===== config.mk =====
export PLATFORM = sky130hd
export DESIGN_NAME = pokey_audio_channel_out_flat
export DESIGN_NICKNAME = d
export VERILOG_FILES = /design/src/rtl/pokey_audio_channel_out_if.sv /design/src/rtl/pokey_audio_channel_out.sv /design/src/flat_wrapper.sv
export SDC_FILE = /design/constraint.sdc
export NUM_CORES = 1
export LEC_CHECK = 0
export BUFFER_PORTS_ARGS = -buffer_cell sky130_fd_sc_hd__clkbuf_2
export CAP_MARGIN = 15
export CORE_AREA = 2 2 39 41
export CTS_CLUSTER_SIZE = 20
export DETAILED_ROUTE_END_ITERATION = 10
export DIE_AREA = 0 0 41 43
export GPL_ROUTABILITY_DRIVEN = 0
export SLEW_MARGIN = 30
export SYNTH_ARGS = -nofsm -noshare
export SYNTH_HDL_FRONTEND = slang
export SYNTH_SLANG_ARGS = --single-unit

===== constraint.sdc =====
create_clock -name clk -period 1.9 [get_ports clk]
set_input_delay 0.285 -clock clk [delete_from_list [all_inputs] [get_ports clk]]
set_output_delay 0.285 -clock clk [all_outputs]
set_load 0.005 [all_outputs]

===== src/rtl/pokey_audio_channel_out_if.sv =====
// Signal bundle between the channel timer/poly/AUDC sources and one POKEY audio
// output stage. master drives the controls; slave is the channel output stage.
interface pokey_audio_channel_out_if #(
  parameter int VOL_WIDTH = 4
);
  logic                 enable_pulse;
  logic                 poly4_bit;
  logic                 poly5_bit;
  logic                 poly17_bit;
  logic [7:0]           audc;
  logic                 hp_enable;
  logic                 hp_clock_pulse;
  logic                 init;
  logic                 tone_bit;
  logic                 hp_bit;
  logic [VOL_WIDTH-1:0] vol_out;

  // Strobes are single-cycle qualifiers with no handshake: every cycle in which a
  // strobe is high counts as one event, so a held-high strobe fires every cycle.
  modport master (
    output enable_pulse, poly4_bit, poly5_bit, poly17_bit, audc,
    output hp_enable, hp_clock_pulse, init,
    input  tone_bit, hp_bit, vol_out
  );

  modport slave (
    input  enable_pulse, poly4_bit, poly5_bit, poly17_bit, audc,
    input  hp_enable, hp_clock_pulse, init,
    output tone_bit, hp_bit, vol_out
  );
endinterface


===== src/rtl/pokey_audio_channel_out.sv =====
// POKEY per-channel output stage: distortion-selected tone flip-flop, optional
// high-pass latch, volume-only override and a registered volume level.
module pokey_audio_channel_out #(
  parameter int VOL_WIDTH = 4
) (
  input  logic                            clk,
  input  logic                            reset,
  pokey_audio_channel_out_if.slave        bus
);

  logic                 tone_ff;
  logic                 hp_ff;
  logic [VOL_WIDTH-1:0] vol_q;
  logic                 tone_update;
  logic                 tone_next;
  logic                 eff;

  always_comb begin
    tone_update = 1'b0;
    tone_next   = tone_ff;
    eff         = 1'b0;

    // Poly5 gating applies only when distortion bit 7 is clear.
    tone_update = bus.enable_pulse & (bus.audc[7] | bus.poly5_bit);

    if (bus.audc[5]) begin
      tone_next = ~tone_ff;
    end else if (bus.audc[6]) begin
      tone_next = bus.poly4_bit;
    end else begin
      tone_next = bus.poly17_bit;
    end

    eff = bus.audc[4] | (bus.hp_enable ? (tone_ff ^ hp_ff) : tone_ff);
  end

  always_ff @(posedge clk) begin
    if (reset) begin
      tone_ff <= 1'b0;
      hp_ff   <= 1'b0;
      vol_q   <= '0;
    end else begin
      // The volume register keeps tracking during init so volume-only still sounds.
      vol_q <= eff ? bus.audc[VOL_WIDTH-1:0] : '0;
      if (bus.init) begin
        tone_ff <= 1'b0;
        hp_ff   <= 1'b0;
      end else begin
        if (tone_update) begin
          tone_ff <= tone_next;
        end
        // Non-blocking read gives the pre-update tone when both strobes coincide.
        if (bus.hp_clock_pulse) begin
          hp_ff <= tone_ff;
        end
      end
    end
  end

  assign bus.tone_bit = tone_ff;
  assign bus.hp_bit   = hp_ff;
  assign bus.vol_out  = vol_q;

endmodule


===== src/flat_wrapper.sv =====
// flat-port wrapper written by rule: the top's interface ports become plain ports
module pokey_audio_channel_out_flat 
#(
  parameter int VOL_WIDTH = 4
)
  (clk, reset, bus_enable_pulse, bus_poly4_bit, bus_poly5_bit, bus_poly17_bit, bus_audc, bus_hp_enable, bus_hp_clock_pulse, bus_init, bus_tone_bit, bus_hp_bit, bus_vol_out);
  pokey_audio_channel_out_if #(.VOL_WIDTH(VOL_WIDTH)) bus_i ();
  input  logic clk;
  input  logic reset;
  input wire logic [$bits(bus_i.enable_pulse)-1:0] bus_enable_pulse;
  input wire logic [$bits(bus_i.poly4_bit)-1:0] bus_poly4_bit;
  input wire logic [$bits(bus_i.poly5_bit)-1:0] bus_poly5_bit;
  input wire logic [$bits(bus_i.poly17_bit)-1:0] bus_poly17_bit;
  input wire logic [$bits(bus_i.audc)-1:0] bus_audc;
  input wire logic [$bits(bus_i.hp_enable)-1:0] bus_hp_enable;
  input wire logic [$bits(bus_i.hp_clock_pulse)-1:0] bus_hp_clock_pulse;
  input wire logic [$bits(bus_i.init)-1:0] bus_init;
  output wire logic [$bits(bus_i.tone_bit)-1:0] bus_tone_bit;
  output wire logic [$bits(bus_i.hp_bit)-1:0] bus_hp_bit;
  output wire logic [$bits(bus_i.vol_out)-1:0] bus_vol_out;
  assign bus_i.enable_pulse = bus_enable_pulse;
  assign bus_i.poly4_bit = bus_poly4_bit;
  assign bus_i.poly5_bit = bus_poly5_bit;
  assign bus_i.poly17_bit = bus_poly17_bit;
  assign bus_i.audc = bus_audc;
  assign bus_i.hp_enable = bus_hp_enable;
  assign bus_i.hp_clock_pulse = bus_hp_clock_pulse;
  assign bus_i.init = bus_init;
  assign bus_tone_bit = bus_i.tone_bit;
  assign bus_hp_bit = bus_i.hp_bit;
  assign bus_vol_out = bus_i.vol_out;
  pokey_audio_channel_out #(.VOL_WIDTH(VOL_WIDTH)) u_core (.clk(clk), .reset(reset), .bus(bus_i));
endmodule

### Word-level counts from Yosys, hierarchy flattened

Index checks and enable logic that the tools add are counted.

* mux-type cells: 3
* bitwise operators: 6
* reductions and logical operators: 2

Operator list (number)
* $reduce_or 2->1: 2
* $mux 1: 3
* $not 1->1: 2
* $or 1x1->1: 2
* $and 1x1->1: 1
* $xor 1x1->1: 1

* register bits: 6
* bits of input ports: 17
* output and inout bits: 6
* word-level logic and storage cells: 14

### Logic depth before layout (Yosys ltp)

Gate-level depths: netlist (run 1).

* depth after elaboration: 5
* depth in mapped cells: 3
* depth with buffers taken out: 3

### Least setup slack after synthesis (run 1)

OpenSTA, ideal clock, no wires.

* path kind: register -> register
* from: register u_core.tone_ff, in the netlist u_core.bus.tone_bit
* to: register u_core.vol_q[0], in the netlist u_core.bus.vol_out[0]
* setup time: 59 ps
* arrival: 942 ps
* data required time: 1841 ps
* slack: 899 ps
* stages on the path, launching flop included: 4
* path buffers: 0
* period minus slack after synthesis: 1001 ps
* cells stage by stage: dfxtp_1 -> a21bo_2 -> a31oi_1 -> and2_1

* longest elaborated chain between the ends: 5

Ends and longest elaborated chain
* start: declaration: RTL line pokey_audio_channel_out.sv:11 `logic tone_ff;`
* start signal: assignment: RTL line pokey_audio_channel_out.sv:50 `tone_ff <= tone_next;`
* $xor 1x1->1: RTL line pokey_audio_channel_out.sv:34 `eff = bus.audc[4] | (bus.hp_enable ? (tone_ff ^ hp_ff) : tone_ff);`
* $mux 1 (*): RTL line pokey_audio_channel_out.sv:34
* $or 1x1->1 (*): RTL line pokey_audio_channel_out.sv:34
* $not 1->1 (no source line) (*)
* $reduce_or 2->1 (no source line) (*)
* end signal: assignment: RTL line pokey_audio_channel_out.sv:44 `vol_q <= eff ? bus.audc[VOL_WIDTH-1:0] : '0;`
* end: declaration: RTL line pokey_audio_channel_out.sv:13 `logic [VOL_WIDTH-1:0] vol_q;`

Mark *: on every way between the ends. The rest lies on a longest branch, timed or not.
A chain may end at the register's enable or synchronous reset.

### Final worst setup path (run 1)

* from: register u_core.tone_ff, in the netlist u_core.bus.tone_bit
* to: register u_core.vol_q[3], in the netlist u_core.bus.vol_out[3]

Same word-level chain as after synthesis.

==> results.cfg, run 1 <==
[critical_path]
crit_path_start_kind = flop
slowest_stage = dfxtp_1
worstPathArrival_ps = 1280
endpoint_kind = flop
cpPeakStageDelay_ps = 390
path_class = flop to flop
critical_path.max_fanout = 6
cp_top_family = compound AO/OA/AOI/OAI gates
cp_num_buf_inv = 0
crit_chain = a21bo_2 > a31oi_1 > and2_1
cp_data_required_time_ps = 2080

[sta]
finClkSkew_ps = 0.151
max_slew_margin_pct = 82.8
clock.fmax_mhz = 915
post-route-min-period_ps = 1090
tns_ps = 0
rsz0062_at_grt = no
fin_crit_sh_pct = 57.5
setup_slack_ps = 808
slew_viol_final = 0
setup_violations = 0
worst_slew_pin_slew_ps = 257
finalHoldViolCount = 0

[synthesis]
syn_area_um2 = 236
synthSimpleGateAreaFrac_pct = 21.2
synth_xor_area_share_pct = 0
syn_avg_cell_area_um2 = 10.7
muxShareOfSynthArea_pct = 12.7
ys_warn_count = 0
synth_top_area_share_pct = 50.8
synth_top_area_cell = dfxtp_1
ys_ff_latch = 6
yosysSeqAreaShare_pct = 50.8
synth_nets = 39
synth_compound_area_share_pct = 13.8
synth_top_family_by_area = simple AND/OR/NAND/NOR gates
synth_area_leaders = dfxtp_1 (51%), mux2i_1 (13%), and2_1 (11%)
synth_cell_types = 12
syn_inst = 22
synth_fa_ha_area_share_pct = 0

[clock_network]
post_cts_buffers = 0
cts_resized = 0
path_clk_slew_ps = 40
numCtsBuffers = 3
cts_buffer_depth = 2
cts.sinks = 6
hold_buffers = 0
ctsHtreeMaxLevel = 1
cts_tree = done
cts-root-buf = clkbuf_4
clock_latency_ps = 240

[grt]
gr-usage-all-layers_pct = 6.31
grt_max_degree = 7
antenna_found_initial = 0
overflow = 0
grt_pass1_wl_um = 724
grt_pass1_vias = 203

[route]
drt_iter0_drc = 2
routed_via_density = 3.87
drc = 0
wire_per_inst_um = 8.52
antenna_left = 0
drt_pre_antenna_iters = 2
postRouteWirelength_um = 537
vias = 244

[finish]
n_fill_cell = 166
layout_common_cells = clkbuf_2 (22), dfxtp_1 (6), and2_1 (4)
stdcell_count = 63
final_common_cell = clkbuf_2
antenna_cells = 0
area_delta_synth_final_pct = 64.6
drive_gt1_share_pct = 57.4
fin_nets = 66
fin_area_um2 = 389

[hold_path]
min_path_type = input port to flop

[placement]
io_buffer_count = 22
place_hpwl_um = 479
placed_area_um2 = 367
dp_slack_ps = 782
dpl.cell_count = 60

[job]
max_cap_viol_count = 0

[power]
ir_worst_vdd_uv = 167
p_leak_nw = 0.205
powerDensity_nw_per_um2 = 733

[floorplan]
die_x_um = 41
core_area_um2 = 1380
io_pins = 23
die_h_um = 43
fp.dieArea_um2 = 1760
rows = 14
initial_core_util_pct = 17.1

[run_status]
outcome = finished, final reports clean
## synth_stat cells
library cell,count
dfxtp_1,6
and2_1,4
mux2i_1,3
a211oi_1,1
a21bo_2,1
a31oi_1,1
inv_1,1
nand3b_1,1
nor2b_1,1
nor3_1,1
o21ai_2,1
or3_1,1
## flip-flops by register name, indices dropped and copies added (netlist names)
signal	cells
u_core.bus.vol_out	4
u_core.bus.hp_bit	1
u_core.bus.tone_bit	1
## routing by layer
metal / share of wire (%) / routed length, um / up-vias / GRT usage, %
met3: 16 / 86 / 0 / 1.57
met1: 42 / 224 / 100 / 7.35
met2: 42 / 226 / 17 / 8.75
li1: - / - / 127 / -
met5: 0 / 0 / - / 0
met4: 0 / 0 / 0 / 6.00
## worst reg2reg max path: stages (launching register included)
cell and delay (ps):
dfxtp_1 390, a21bo_2 240, a31oi_1 250, and2_1 160
## cell type report
cell class	count	area, um2	area share, %
flip-flops and latches	6	120	30.9
multi-input cells	15	113	28.9
repair buffers	22	110	28.3
clock buffers	3	22.5	5.79
well taps	16	20.0	5.14
inverters	1	3.75	0.965
## logic make-up (layout without fill, tap and decap cells)
logic type	Yosys count	in the layout
AO/OA/AOI/OAI	4	4
buffers and inverters	1	26
flip-flops	6	6
multiplexers	3	3
AND/OR/NAND/NOR	8	8
## path summary, 6_finish.rpt
kind	startpoint	end	slack, ps	depth (start not counted)
setup / recovery	u_core.bus.tone_bit	u_core.bus.vol_out[3]	810	3
hold / removal	bus_init	u_core.bus.tone_bit	230	2
setup reg to reg	u_core.bus.tone_bit	u_core.bus.vol_out[3]	810	3
hold reg to reg	u_core.bus.hp_bit	u_core.bus.hp_bit	560	2
## where the power goes
group          leakage [nW]  switching [mW]  internal, mW
clock network        0.0138          0.0435        0.0713
logic                 0.142          0.0137        0.0232
registers            0.0491         0.00218         0.131
## per-stage QoR
step	utilization (%)	total power, mW	hold WS [ps]
2_1_floorplan	-	0.149	358
3_3_place_gp	26.5	0.173	472
3_5_place_dp	26.5	0.174	476
4_1_cts	28.1	0.292	217
5_1_grt	28.1	0.302	227
6_report	28.1	0.285	225
Note: power is estimated with default switching activity, not from simulation.
==> run 2, diff against run 1 <==
==> constraint.sdc (replaced) <==
create_clock -name clk -period 1.1 [get_ports clk]
set_input_delay 0.165 -clock clk [delete_from_list [all_inputs] [get_ports clk]]
set_output_delay 0.165 -clock clk [all_outputs]
set_load 0.005 [all_outputs]
==> run 2 against run 1 <==
Clock-buffer cell count unchanged; flip-flop and latch count unchanged; die area unchanged; register-to-register slack worse by 720 ps; final cell count up 1.6%; first-iteration DRC count unchanged; final area up 3.5%; critical path type unchanged; critical endpoint unchanged.
==> results.cfg, run 2 (synthesized netlist as in run 1, its figures left out) <==
[power]
p_int_mw = 0.393
p_leak_nw = 0.210
netSwitchingPower_mw = 0.104
pwr-share-clk_pct = 40.1
ir_worst_vdd_uv = 316
powerDensity_nw_per_um2 = 1230
share_comb_of_total_power_pct = 13.6
p_seq_share_pct = 46.3
switching_share_pct = 21.0

[sta]
clock.fmax_mhz = 985
setup_violations = 0
max_slew_margin_pct = 87.0
worst_slew_pin_slew_ps = 195
fin_crit_sh_pct = 92.3
setup_slack_ps = 85.2
tns_ps = 0
post-route-min-period_ps = 1010
finClkSkew_ps = 0.918
rsz0062_at_grt = no
finalHoldViolCount = 0
slew_viol_final = 0

[job]
max_cap_viol_count = 0

[placement]
placed_area_um2 = 374
dp_slack_ps = 42.7
io_buffer_count = 22

[finish]
area_delta_synth_final_pct = 70.4
final_common_cell = clkbuf_2
fin_nets = 67
multi_input_area_um2 = 119
drive_gt1_share_pct = 60.4
seq_area_um2 = 120
largest_register_ffs = 4
layout_common_cells = clkbuf_2 (22), dfxtp_1 (6), and2_1 (4)
n_fill_cell = 161
antenna_cells = 0
fin_area_um2 = 403

[clock_network]
cts_buffer_depth = 2
cts.sinks = 6
numCtsBuffers = 3
cts-root-buf = clkbuf_4
post_cts_buffers = 0
path_clk_slew_ps = 40
ctsHtreeMaxLevel = 1
cts_tree = done
clock_latency_ps = 240
hold_buffers = 0

[floorplan]
initial_core_util_pct = 17.1
die_h_um = 43
die_x_um = 41
core_area_um2 = 1380
rows = 14
io_pins = 23
fp.dieArea_um2 = 1760

[critical_path]
cpPeakStageDelay_ps = 350
worstPathArrival_ps = 1200
crit_chain = a21bo_2 > a31oi_2 > and2_1
path_class = flop to flop
crit_path_start_kind = flop
endpoint_kind = flop
critical_path.max_fanout = 4
slowest_stage = dfxtp_1
cp_data_required_time_ps = 1290

[route]
antenna_left = 0
wire_per_inst_um = 8.31
routed_via_density = 3.95
drt_pre_antenna_iters = 3
vias = 253
postRouteWirelength_um = 532
drt_iter0_drc = 2
drc = 0

[grt]
grt_pass1_vias = 205
grt_max_degree = 5
overflow = 0
antenna_found_initial = 0
gr-usage-all-layers_pct = 6.21
grt_pass1_wl_um = 683

[hold_path]
min_path_type = input port to flop

[run_status]
outcome = finished, final reports clean
==> run 2: changes by cell type in the layout (fill, tap and decap cells not counted) <==
cell,previous run,this run
a31oi_2,0,1
buf_4,0,1
a31oi_1,1,0
==> run 2: power by group through the flow <==
stage / clock, mW / combinational, mW / sequential, mW
6_report: 0.199 / 0.0678 / 0.230
5_1_grt: 0.217 / 0.0760 / 0.231
3_5_place_dp: 0 / 0.0677 / 0.234
2_1_floorplan: 0 / 0.0211 / 0.236
3_3_place_gp: 0 / 0.0667 / 0.234
4_1_cts: 0.214 / 0.0680 / 0.230
==> run 2: path summary, 6_finish.rpt <==
kind	start	to	slack, ps	cells past startpoint
max	u_core.bus.tone_bit	u_core.bus.vol_out[3]	90	3
min	bus_init	u_core.bus.tone_bit	110	2
max reg2reg	u_core.bus.tone_bit	u_core.bus.vol_out[3]	90	3
min reg2reg	u_core.bus.tone_bit	u_core.bus.hp_bit	550	2
==> run 2: layout make-up <==
cell class	instances	share of cell area [%]
repair buffers	23	29.2
flip-flops and latches	6	29.8
inverters	1	0.932
clock buffers	3	5.59
multi-input cells	15	29.5
well taps	16	4.97
==> run 2: worst max-delay path, delay by kind of cell, from the launching register on <==
family,cells,cell delay (ps)
AOI/OAI and AO/OA,2,460
DFF,1,350
and+or+nand+nor,1,150
==> run 2: repair_timing <==
action                                  CTS  global route
hold endpoints to repair                  0             0
endpoints found under the setup margin    0             4
gates resized for setup                   0             1
==> run 2: layer usage <==
metal  vias up  global-route usage, %  part of all wire, %
li1        130                      -                    -
met1       106                   6.07                   39
met2        17                   8.75                   44
met3         0                   1.57                   17
met4         0                   8.00                    0
met5         -                      0                    0
==> run 2: metrics by stage <==
step / instances / hold WS, ps / power [mW] / utilization (%)
final: 64 / 106 / 0.497 / 29.1
after global placement: 61 / 352 / 0.300 / 27.0
after floorplan: 22 / 238 / 0.257 / -
after CTS: 64 / 95.8 / 0.512 / 28.7
after detailed placement: 61 / 359 / 0.302 / 27.0
after global routing: 64 / 108 / 0.524 / 29.1
